### config.mk
export PLATFORM = sky130hd
export DESIGN_NAME = regfile
export DESIGN_NICKNAME = d
export VERILOG_FILES = /design/src/rtl/regfile.sv
export SDC_FILE = /design/constraint.sdc
export NUM_CORES = 2
export LEC_CHECK = 0
export ABC_AREA = 1
export BUFFER_PORTS_ARGS = -buffer_cell sky130_fd_sc_hd__buf_2
export CAP_MARGIN = 20
export CORE_MARGIN = 10
export CORE_UTILIZATION = 40
export CTS_BUF_LIST = sky130_fd_sc_hd__clkbuf_4
export DETAILED_ROUTE_END_ITERATION = 10
export SETUP_SLACK_MARGIN = 0.4
export SLEW_MARGIN = 20
export SYNTH_ARGS = -nofsm -noshare
export SYNTH_HDL_FRONTEND = slang
export SYNTH_SLANG_ARGS = --single-unit
### constraint.sdc
create_clock -name clk -period 6 [get_ports clk]
set_input_delay 1.2 -clock clk [delete_from_list [all_inputs] [get_ports clk]]
set_output_delay 1.2 -clock clk [all_outputs]
set_load 0.01 [all_outputs]
### src/rtl/regfile.sv
// RISC-V integer register file: 32 x XLEN registers with two combinational read
// ports and one synchronous write port. Register x0 always reads as zero.
`timescale 1ns/1ps

module regfile #(
  parameter int XLEN   = 32,
  parameter int NREGS  = 32,
  parameter int ADDR_W = 5
) (
  input  logic              clk,
  input  logic              rst_n,
  input  logic [XLEN-1:0]   rd,
  input  logic [ADDR_W-1:0] rd_addr,
  input  logic              w_en,
  input  logic [ADDR_W-1:0] r1_addr,
  input  logic [ADDR_W-1:0] r2_addr,
  output logic [XLEN-1:0]   r1_out,
  output logic [XLEN-1:0]   r2_out
);

  logic [XLEN-1:0] registers [0:NREGS-1];

  // NOTE: the array is built from flops, not a RAM macro, because every entry
  // must clear asynchronously; a RAM-style array cannot be reset this way.
  always_ff @(posedge clk or negedge rst_n) begin
    if (!rst_n) begin
      for (int i = 0; i < NREGS; i++) begin
        registers[i] <= '0;
      end
    end else if (w_en && (rd_addr != '0)) begin
      // NOTE: non-blocking so every read port sees the pre-edge value this cycle.
      registers[rd_addr] <= rd;
    end
  end

  // No write bypass: a colliding read sees the old value until the edge.
  assign r1_out = registers[r1_addr];
  assign r2_out = registers[r2_addr];

endmodule

=== Yosys cells after proc, flatten, opt, wreduce, memory -nomap -nowiden ===
Index checks and enable logic that the tools add are counted.

* Output and inout bits: 64
* Register bits: 1024
* Input port bits: 50
* Word-level logic and storage cells: 51

* Reductions and logical operators: 3
* Muxes and demuxes: 9
* Magnitude comparators: 4
* Bitwise operators: 3

{| class="wikitable"
|+ Operator list
! kind !! count
|-
| $bwmux 1024 || 1
|-
| $bmux 32 s5 || 2
|-
| $demux 32 s5 || 1
|-
| $mux 32 || 5
|-
| $ge 6x6->1 const B || 3
|-
| $not 5->6 || 3
|-
| $lt 6x1->1 const B || 1
|-
| $reduce_bool 5->1 || 1
|-
| $logic_and 1x1->1 || 2
|}

=== Longest topological paths before layout ===
* Depth in word-level cells: 6
* Mapped depth: 12
* Gate-level depth less buffers: 9

=== Worst setup path after synthesis ===
Ideal clock, no wire load.

* Path type: input -> output
* Start point: input port r2_addr[0]
* End point: output port r2_out[12]
* Setup slack: 2.302 ns
* Data arrival time: 2.498 ns
* Cell stages on the path: 12
* Path through: buf_2 > inv_2 > clkbuf_1 > clkbuf_1 > nand2_1 > nand3_1 > nand3_1 > nand2_1 > nand2_1 > nand2_1 > nand2_1 > nand2_1

* Cells in the longest elaborated chain, start to end: 4

{| class="wikitable"
|+ RTL lines
! element !! RTL line !! source
|-
| from (decl) || 16 || <nowiki>input logic [ADDR_W-1:0] r2_addr,</nowiki>
|-
| $not 5->6 (not written as such) || 38 || <nowiki>assign r2_out = registers[r2_addr];</nowiki>
|-
| $bmux 32 s5 || 38 ||
|-
| $mux 32 (not written as such) (2 in a row) || 38 ||
|-
| to (decl) || 18 || <nowiki>output logic [XLEN-1:0] r2_out</nowiki>
|}

No other way between the ends. The select of a mux whose other input is x is not followed.

=== Worst setup path in the final report ===
* Start point: input port r1_addr[0]
* End point: output port r1_out[17]

* Cells in the longest elaborated chain, start to end: 4

{| class="wikitable"
|+ RTL lines
! element !! RTL line !! source
|-
| from (decl) || 15 || <nowiki>input logic [ADDR_W-1:0] r1_addr,</nowiki>
|-
| $not 5->6 (not written as such) || 37 || <nowiki>assign r1_out = registers[r1_addr];</nowiki>
|-
| $bmux 32 s5 || 37 ||
|-
| $mux 32 (not written as such) (2 in a row) || 37 ||
|-
| to (decl) || 17 || <nowiki>output logic [XLEN-1:0] r1_out,</nowiki>
|}

No other way between the ends. The select of a mux whose other input is x is not followed.

==> results.txt <==
----------------------------------------------------
[Status]
  Status ... complete, no violations

[Route]
  Vias per inst ... 5.76
  Post-detailed-route DRC marker count ... 0
  Total via count in the routed design ... 58.4k
  Final Routed Wirelength ... ~230000 µm
  Number of design-rule violations left by the first detailed-router iteration ... 8207
  Number of iterations in the first detailed-routing pass ... 6
  Routed Antenna Nets ... 0
  Wire per inst ... 23.2 µm

[Worst setup path]
  CP Data Required Time ... ~4.8 ns
  Crit-path max FO ... 99
  CP endpoint kind ... output port
  Critical path start-end classification ... primary input to output port
  Data arrival time of the critical path ... 3.70 ns
  Crit path launch type ... primary input

[STA]
  Tightest Pin Transition ... 1.20 ns
  Setup repair after global routing missed its margin ... no
  Fin crit period ... 4.90 ns
  Peak Freq ... just over 200 MHz
  Ratio of final minimum period to clock period ... 81.6%
  Setup-violating endpoint count in the final report ... 0
  Worst hold margin ... 0.400 ns
  Total Negative Setup Slacks ... 0 ns
  Final Hold Viols ... 0
  Max-slew violation total from the final report ... 0
  Final worst clock skew ... 0 ns
  Worst slew slack as a fraction of its limit ... 20.3%

[Die]
  Initial Util ... 40.3%
  Die outline height ... 395 µm
  Die ar. ... around 160000 µm²
  CORE AREA ... about 140000 µm²
  Total number of placement rows ... 137
  X dimension of the die ... between 300 and 400 µm
  I/O pins ... 114

[Yosys]
  Post-Syn Area ... 56100 µm²
  Average footprint of a synthesized cell ... 6.78 µm²
  Syn_nets ... 8320
  Yosys warning total ... 0
  Number of unique standard cell types used by synthesis ... 18
  Share of the yosys chip area belonging to registers ... 45.7%
  Post-synthesis cell count ... 8270
  Post-synthesis sequential element count ... 1024

[Min path]
  Min-delay worst type ... register to register

[Layout]
  Biggest registers after layout ... registers (1024)
  Final design utilization ... between 40% and 50%
  Area growth from synthesis to layout ... 9.95%
  Fraction of layout cells with a size suffix above 1 ... 9.05%
  Most common cell after layout, fill and taps aside ... nand2_1
  Commonest cells after routing, fill and taps aside ... 3713 x nand2_1, 1536 x nand3_1, 1024 x dfrtp_1, 807 x o21ai_0, 439 x clkbuf_4
  Layout net count ... 8118
  Register with the most flip-flops ... registers
  Number of flip-flops under the largest register name ... 1024

[Power and ir drop]
  Leakage power ... 29.9 nW
  Total power density per cell area ... 325 nW/µm²
  Maximum ir drop on the vdd rail ... 0.000199 V

[GRT]
  Largest net degree at the start of global routing ... 154
  GR Overflow Total ... 0
  Via count of the first global-routing pass ... 54.7k
  Number of antenna violations at the first check in global routing ... 11
  Global-route total usage across every layer ... 29.0%
  First-pass GRT wire length ... 349000 µm

[Placement]
  Port buffer count ... 113
  Placer's final routability congestion estimate ... about 0.85
  HPWL after DPL ... 123000 µm

[CTS]
  Maximum count of clock buffers along a single path ... 4
  H-tree depth reported by CTS ... 5
  Clock Pin Slew Worst Setup and Hold Paths ... 0.06 ns
  Setup bufs post-CTS ... 0
  Clock Sinks ... around 1.0k
  TritonCTS Buffers ... 306
  TritonCTS clock tree ... built
  Clock network latency to the later pin of the worst-skew pair ... about 1.3 ns
  Clock tree root driver cell ... clkbuf_4

[Run]
  Max-cap violations ... 0

----------------------------------------------------
==> cell usage after synthesis, drive strengths merged <==
library cell | number | area [µm²]
a21oi | 160 | 801
buf | 84 | 338
clkbuf | 666 | 2500
clkinv | 1 | 3.75
dfrtp | 1024 | 25600
inv | 51 | 191
nand2 | 3739 | 14100
nand3 | 1536 | 7690
nor2 | 165 | 629
nor3 | 11 | 95.1
nor4 | 1 | 21.3
o21ai | 832 | 4160
==> where the power goes <==
part | total, mW | switching [mW] | internal [mW]
logic | 4.11 | 2.64 | 1.47
registers | 9.27 | 1.06 | 8.21
clock network | 6.64 | 3.20 | 3.45
total | 20.0 | 6.90 | 13.1
==> stage by stage <==
| step | worst slack [ns] | cells | cell area, µm² | total power, mW |
|---|---|---|---|---|
| after floorplan | 2.30 | 8270 | 56100 | 11.9 |
| after detailed placement | 1.13 | 9634 | 58100 | 13.4 |
| after CTS | 1.13 | 10100 | 61700 | 20.0 |
| after global placement | 1.16 | 9633 | 58000 | 13.3 |
| final | 1.10 | 10100 | 61700 | 20.0 |
| after global routing | 0.980 | 10100 | 61700 | 21.2 |
==> worst max-delay path: stages <==
cell	delay, ns
buf_8	0.42
buf_12	0.49
nand2_1	0.12
nand3_1	0.11
nand3_1	0.09
nand2_1	0.10
nand2_1	0.05
nand2_1	0.12
nand2_1	0.14
nand2_1	0.39
buf_2	0.21
==> layout make-up <==
| type | instances | area [µm²] |
|---|---|---|
| clock inverter | 54 | 285 |
| antenna | 8 | 20.0 |
| clock buffer | 439 | 3300 |
| sequential | 1024 | 25600 |
| tap | 1876 | 2350 |
| multi-input combinational | 6444 | 27700 |
| fill | 14500 | 77700 |
| timing repair buffer | 240 | 2230 |
| inverter | 52 | 240 |
==> final timing paths <==
check | cells past startpoint | endpoint | slack [ns] | start
worst max-delay path | 11 | r1_out[17] | 1.10 | r1_addr[0]
worst min-delay path | 0 | registers[1015] | 0.40 | registers[1015]
worst max register to register | 2 | registers[334] | 5.21 | registers[334]
worst min register to register | 0 | registers[1015] | 0.40 | registers[1015]
max in group asynchronous | 3 | registers[122] | 4.03 | rst_n
min in group asynchronous | 2 | registers[912] | 0.56 | rst_n
==> kinds of logic (layout without fill, tap and decap cells) <==
family | count (synthesis) | count (layout) | synth area share [%]
flip-flops | 1024 | 1024 | 45.7
other | 0 | 8 | 0
AND/OR/NAND/NOR | 5452 | 5452 | 40.1
buffers and inverters | 802 | 785 | 5.41
AO/OA/AOI/OAI | 992 | 992 | 8.85
==> routing by layer <==
metal	track usage [%]	share of wire (%)	vias to the layer above
li1	-	-	26500
met1	40.1	42	27700
met2	43.3	43	3628
met3	7.55	12	606
met4	11.1	3.7	12
met5	0	0.033	-
==> what timing repair did <==
| item | 4_1_cts | 5_1_grt |
|---|---|---|
| gates resized for setup | 0 | 0 |
| hold buffers | 1 | 0 |
| endpoints found under the hold margin | 59 | 0 |
No activity file was read; power rests on OpenSTA's default activity.
